## src/rtl/accum_dump_decimator.sv

```systemverilog
// -----------------------------------------------------------------------------
// accum_dump_decimator
//
// Boxcar integrate-and-dump decimator for signed AXI-stream samples. It sums
// 2^R accepted samples, then emits one averaged sample: the block sum
// arithmetically shifted right by R. R can be changed at run time with the
// sel strobe. This block sits after the sum/delay comb stage, and the pair
// forms a cheap moving-average/decimate chain in front of the DDC output.
//
// Optional feature macro: ACCUM_DUMP_ROUND_EN
//   defined   : add 2^(R-1) before the shift (round half up toward +inf)
//   undefined : plain arithmetic-shift truncation (toward -inf)
// Handshake and latency are the same in both builds.
//
// Ports
//   clk        in   clock
//   reset      in   synchronous, active-high reset (R <= DEFAULT_LOG2)
//   clear      in   synchronous flush of accumulator/count/output, R is kept
//   i_tdata    in   [WIDTH-1:0] signed input sample
//   i_tvalid   in   input valid
//   i_tready   out  input ready (= ~o_tvalid | o_tready)
//   o_tdata    out  [WIDTH-1:0] signed decimated output
//   o_tvalid   out  output valid
//   o_tready   in   downstream ready
//   sel_data   in   [RATE_W-1:0] new R, clamped to MAX_LOG2
//   sel_valid  in   strobe that loads sel_data into R and restarts the block
// -----------------------------------------------------------------------------
module accum_dump_decimator #(
  parameter int WIDTH        = 16,
  parameter int MAX_LOG2     = 7,
  parameter int RATE_W       = 3,
  parameter int DEFAULT_LOG2 = 2
) (
  input  logic              clk,
  input  logic              reset,
  input  logic              clear,
  input  logic [WIDTH-1:0]  i_tdata,
  input  logic              i_tvalid,
  output logic              i_tready,
  output logic [WIDTH-1:0]  o_tdata,
  output logic              o_tvalid,
  input  logic              o_tready,
  input  logic [RATE_W-1:0] sel_data,
  input  logic              sel_valid
);

  // The accumulator has MAX_LOG2 guard bits, so a full block of 2^MAX_LOG2
  // extreme samples cannot overflow it.
  localparam int ACC_W = WIDTH + MAX_LOG2;
  // The sample counter runs from 0 to 2^R-1, which needs MAX_LOG2 bits.
  localparam int CNT_W = (MAX_LOG2 > 0) ? MAX_LOG2 : 1;
  // The block length limit 2^R-1 is formed one bit wider so that 2^R
  // never truncates before the subtraction.
  localparam int LIM_W = CNT_W + 1;

  logic [RATE_W-1:0]       rate_log2;
  logic signed [ACC_W-1:0] accum;
  logic [CNT_W-1:0]        count;

  logic                    accept;
  logic                    is_last;
  logic [LIM_W-1:0]        count_limit;
  logic [RATE_W-1:0]       sel_clamped;
  logic signed [ACC_W-1:0] sample_ext;
  logic signed [ACC_W-1:0] total;
  logic signed [ACC_W-1:0] rnd;
  logic signed [ACC_W-1:0] rounded;
  logic [WIDTH-1:0]        dump_data;

  // There is one output register and no skid buffer. A new sample may enter
  // only when that register is empty or is being drained in this cycle.
  assign i_tready = ~o_tvalid | o_tready;
  assign accept   = i_tvalid & i_tready;

  // NOTE: every signal written in always_comb gets a default value first.
  // That way no path leaves it unassigned, so no latch is inferred.
  always_comb begin
    sel_clamped = sel_data;
    if (sel_data > RATE_W'(MAX_LOG2)) begin
      sel_clamped = RATE_W'(MAX_LOG2);
    end

    count_limit = (LIM_W'(1) << rate_log2) - LIM_W'(1);
    is_last     = ({1'b0, count} == count_limit);

    sample_ext  = {{MAX_LOG2{i_tdata[WIDTH-1]}}, i_tdata};
    total       = accum + sample_ext;

    rnd = '0;
`ifdef ACCUM_DUMP_ROUND_EN
    if (rate_log2 != '0) begin
      rnd = ACC_W'(1) << (rate_log2 - RATE_W'(1));
    end
`endif
    rounded = total + rnd;

    // Rounding up the max positive average lands exactly on
    // 2^(WIDTH-1)-1 after the floor shift. Truncating to WIDTH bits
    // therefore never wraps, and no saturation logic is needed.
    dump_data = WIDTH'(rounded >>> rate_log2);
  end

  // NOTE: sequential state uses non-blocking assignments. Every register
  // then updates from the values before the clock edge, whatever order the
  // statements are written in.
  always_ff @(posedge clk) begin
    if (reset) begin
      rate_log2 <= RATE_W'(DEFAULT_LOG2);
      accum     <= '0;
      count     <= '0;
      o_tvalid  <= 1'b0;
      o_tdata   <= '0;
    end else if (clear) begin
      // A flush drops any pending output but keeps the selected rate.
      accum     <= '0;
      count     <= '0;
      o_tvalid  <= 1'b0;
      o_tdata   <= '0;
    end else begin
      // The output is drained first. A dump in the same cycle below
      // overrides this, so a back-to-back dump keeps o_tvalid high.
      if (o_tvalid && o_tready) begin
        o_tvalid <= 1'b0;
      end

      if (sel_valid) begin
        // A rate change restarts the block. A sample accepted in the same
        // cycle is discarded, and a pending output is left untouched.
        rate_log2 <= sel_clamped;
        accum     <= '0;
        count     <= '0;
      end else if (accept) begin
        if (is_last) begin
          o_tdata  <= dump_data;
          o_tvalid <= 1'b1;
          accum    <= '0;
          count    <= '0;
        end else begin
          accum    <= total;
          count    <= count + CNT_W'(1);
        end
      end
    end
  end

endmodule

```

## config.mk

```make
export PLATFORM = sky130hd
export DESIGN_NAME = accum_dump_decimator
export DESIGN_NICKNAME = d
export VERILOG_FILES = /design/src/rtl/accum_dump_decimator.sv
export SDC_FILE = /design/constraint.sdc
export NUM_CORES = 1
export LEC_CHECK = 0
export BUFFER_PORTS_ARGS = -buffer_cell sky130_fd_sc_hd__buf_2
export CORE_UTILIZATION = 34
export CTS_CLUSTER_DIAMETER = 60
export DETAILED_ROUTE_END_ITERATION = 10
export HOLD_SLACK_MARGIN = 0.12
export SLEW_MARGIN = 25
export SYNTH_ARGS = -nofsm -noshare
export SYNTH_HDL_FRONTEND = slang
export SYNTH_SLANG_ARGS = --single-unit
```

## constraint.sdc

```tcl
create_clock -name clk -period 6.52 [get_ports clk]
set_clock_uncertainty 0.2 [all_clocks]
set_input_delay 0.652 -clock clk [delete_from_list [all_inputs] [get_ports clk]]
set_output_delay 0.652 -clock clk [all_outputs]
set_load 0.01 [all_outputs]
```

==> Implementation_results.wiki <==
{| class="wikitable"
! Metric !! Value
|-
| Result of the run || finished clean
|-
| Clock sink count || 50
|-
| Endpoint, Worst Hold || o_tdata[10]
|-
| Source-to-sink clock delay at the later pin of the worst-skew pair || 0.30 ns
|-
| Largest stage delay on the critical path || 0.92 ns
|-
| Number of synthesized register bits || 50
|-
| Starting Density || 34.9%
|-
| Congestion Overflow GR || 0
|-
| Combinational cell fraction of total power || 23.2%
|-
| Mux share of post-synthesis cell area || 7.19%
|-
| Horizontal die dimension || 113 um
|-
| Clock tree root driver cell || clkbuf_16
|-
| CTS clock-pin slew for the worst setup and hold paths || 0.07 ns
|-
| Series of cell instances along the critical path || nor2_1 > nand2_1 > ha_1 > xnor2_1 > o311ai_0 > a221o_1 > nand4_1 > nor3_2 > inv_1 > nor3_1 > a22oi_1 > o21ai_1
|-
| Count of final max-slew check failures || 0
|-
| Remaining design rule violation count || 0
|-
| Antenna Violating Nets Remaining || 0
|-
| TritonCTS Buffers || 5
|-
| Worst path setup slack after routing || 2.30 ns
|-
| Core footprint || 12100 um^2
|-
| Maximum net fanout on the critical path || 24
|-
| Most common flop cell mapped by yosys || dfxtp_1
|-
| FFs w/ async S/R, synth || 0%
|-
| Reg2reg end || o_tdata[10]
|-
| Net switching power || 0.246 mW
|-
| Layout overhead on the synthesized area || 11.0%
|-
| Pin slew with the least headroom to its limit || 0.913 ns
|-
| Cell area after technology mapping || 4210 um^2
|-
| Vertical die dimension || 113 um
|-
| Initial antenna violation count || 0
|-
| Die area || 12800 um^2
|-
| Cell leakage power || 1.85 nW
|-
| Register share of total power || 38.5%
|-
| Startpoint kind of the worst setup timing path || flop
|-
| Cell-internal power || 0.576 mW
|-
| Final HPWL from detailed placement || 8660 um
|-
| CTS HTree Levels || 2
|-
| Maximum achievable frequency || 0.237 GHz
|-
| CTS tree || yes
|-
| Clock power frac || 38.3%
|-
| Basic-gate share of the synthesized area counting and, or, nand and nor cells || 24.7%
|-
| Yosys top cell area share || 23.8%
|-
| Routed vias || 4001
|-
| Total routing resource utilization after global routing || 18.0%
|-
| Antenna Cells || 0
|-
| R2R depth || 12
|-
| Worst endpoint data arrival time || 4.25 ns
|-
| Cell with the biggest individual delay on the critical path || dfxtp_1
|-
| Largest net degree at the start of global routing || 33
|-
| Dpl cells || 718
|-
| Largest cells by area after synthesis || dfxtp_1 24%, ha_1 7.1%, nand2_1 5.5%, nor2_1 5.4%, mux2i_1 5.0%
|-
| Largest area contributor in the synthesized netlist || dfxtp_1
|-
| Endpoint kind of the worst setup timing path || flop
|-
| Total wirelength of the detailed-routed design || 11200 um
|-
| Switching part of the total || 29.9%
|-
| Routed length per placed instance || 15.4 um
|-
| Startpoint of the lowest-slack hold path || o_tdata[10]
|-
| Buffer depth of the longest clock path || 2
|-
| Post-Synthesis Net Count || 590
|-
| Number of warnings issued by yosys || 0
|-
| Dominant combinational cell family by area after synthesis || compound AO/OA/AOI/OAI gates
|-
| Pre-antenna DRT Iters || 5
|-
| # Max-Cap Violations || 0
|-
| Count of mapped cells out of synthesis || 540
|-
| Pwr dens || 176 nW/um^2
|-
| Crit Path Category || reg2reg
|-
| Kind of cell adding the most delay to the critical path || simple AND/OR/NAND/NOR gates
|-
| Final-layout setup total negative slack || 0 ns
|-
| Maximum vdd ir drop || 0.144 mV
|-
| EDFF count, synth || 0
|-
| Number of ports placed on the die boundary || 43
|-
| Number of hold-repair buffers added at the cts stage || 0
|-
| Clock period minus worst slack || 4.22 ns
|-
| Endpoints failing setup || 0
|-
| Most common cell in the netlist || nand2_1
|-
| Required time worst endpoint || 6.56 ns
|-
| Worst slew slack as a fraction of its limit || 39.1%
|-
| Post-synthesis compound-gate area fraction || 26.4%
|-
| Xor and xnor area share after synthesis || 5.64%
|-
| Number of buffers and inverters on the critical path || 1
|-
| RSZ-0062 raised after global routing || no
|-
| Fraction of layout instances using a drive strength above 1 || 14.9%
|-
| Start of the worst register-to-register path || rate_log2[1]
|-
| Number of non-filler instances in the completed layout || 726
|-
| Total number of nets in the final design || 607
|-
| Kind of path behind the tightest hold check || reg2reg
|-
| Via count of the first global-routing pass || 3709
|-
| Leading post-synthesis cells by instance count || 62 x nand2_1, 61 x nor2_1, 50 x dfxtp_1
|-
| Routability-driven placement congestion ratio || 0.899
|-
| First-pass GRT wire length || 18500 um
|-
| Netlist cell types || 74
|-
| Vias per Instance || 5.51
|-
| Sequential share of the synthesized area || 23.8%
|-
| Synthesized area divided by synthesized cell count || 7.80 um^2
|-
| Adder and majority cell fraction of the synthesized area || 7.60%
|-
| Share of the clock period used by the worst path after layout || 64.7%
|-
| Pre-CTS setup slack || 2.36 ns
|-
| Post-CTS setup buffers || 0
|-
| Number of buffers added on ports || 42
|-
| Count of routing violations after the opening detailed-route iteration || 247
|-
| Row Count || 40
|-
| Fillers || 1277
|-
| Number of hold violations in the final report || 0
|-
| Cts repair resizes || 0
|-
| Utilization after layout || 38.8%
|-
| Number of cells on the worst hold path || 2
|-
| Minimum setup slack among reg-to-reg paths || 2.30 ns
|}
==> worst reg2reg max path: cells and delay by family (launching register included) <==
kind | cells | cell delay, ns
compound gates | 4 | 0.76
simple gates | 5 | 1.59
buf+inv | 1 | 0.25
xor+xnor | 1 | 0.10
flops | 1 | 0.92
fa+ha+maj | 1 | 0.34
==> kinds of logic (layout without fill, tap and decap cells) <==
logic type	after synthesis	in the layout
and+or+nand+nor	215	215
AOI/OAI and AO/OA	152	152
DFF	50	50
buffers and inverters	47	65
muxes	26	26
adders and majority gates	25	25
xor gates and xnor gates	25	25
==> final cells by class <==
class | count | area [um^2] | area share (%)
well taps | 168 | 210 | 4.49
clock inverters | 2 | 38.8 | 0.829
repair buffers | 44 | 225 | 4.82
flip-flops and latches | 50 | 1000 | 21.4
multi-input cells | 443 | 3010 | 64.4
inverters | 13 | 48.8 | 1.04
clock buffers | 6 | 139 | 2.97
==> state kept, by name, summed over array words and instances, names as in the netlist <==
signal,flops
accum,23
o_tdata,16
count,7
rate_log2,3
o_tvalid,1
==> layer usage <==
metal	share of wire (%)	GRT usage, %	up-vias
li1	-	-	2025
met1	50	24.7	1883
met2	44	28.5	81
met3	4.4	3.05	12
met4	1.6	6.23	0
met5	0	0	-
==> cell usage in the layout, fill, tap and decap left out, drive strengths merged, types with 7 or more instances in the layout <==
master  instances
buf            44
nand2          63
xnor2          18
nand3          25
nor3           17
a21oi          42
nor2           61
a22oi          12
o211ai          7
nand4          12
a211oi         16
inv            13
or3             7
a21o            7
dfxtp          50
mux2i          23
o21ai          24
ha             24
xor2            7
and2            7
==> metrics by stage <==
step	total power [mW]	hold slack (ns)	instance area, um^2
after floorplan	0.467	0.236	4210
after global placement	0.509	0.239	4500
after detailed placement	0.512	0.246	4500
after CTS	0.829	0.255	4680
after global routing	0.864	0.267	4680
final	0.822	0.250	4680
==> power by group through the flow <==
stage	Combinational, mW	Clock, mW	Sequential (mW)
floorplan	0.148	0	0.319
global placement	0.186	0	0.323
detailed placement	0.188	0	0.324
CTS	0.190	0.322	0.317
global route	0.210	0.336	0.317
finish	0.190	0.315	0.317
==> how the worst max path moves through the flow <==
stage,endpoint,slack (ns),cells past startpoint,from
2_1_floorplan,o_tdata[11],3.31,14,rate_log2[0]
3_3_place_gp,o_tdata[10],2.58,12,rate_log2[1]
3_5_place_dp,o_tdata[10],2.36,12,rate_log2[1]
4_1_cts,o_tdata[10],2.32,12,rate_log2[1]
5_1_grt,o_tdata[10],1.89,12,rate_log2[1]
6_report,o_tdata[10],2.30,12,rate_log2[1]
Power figures use the tool's default switching activity.
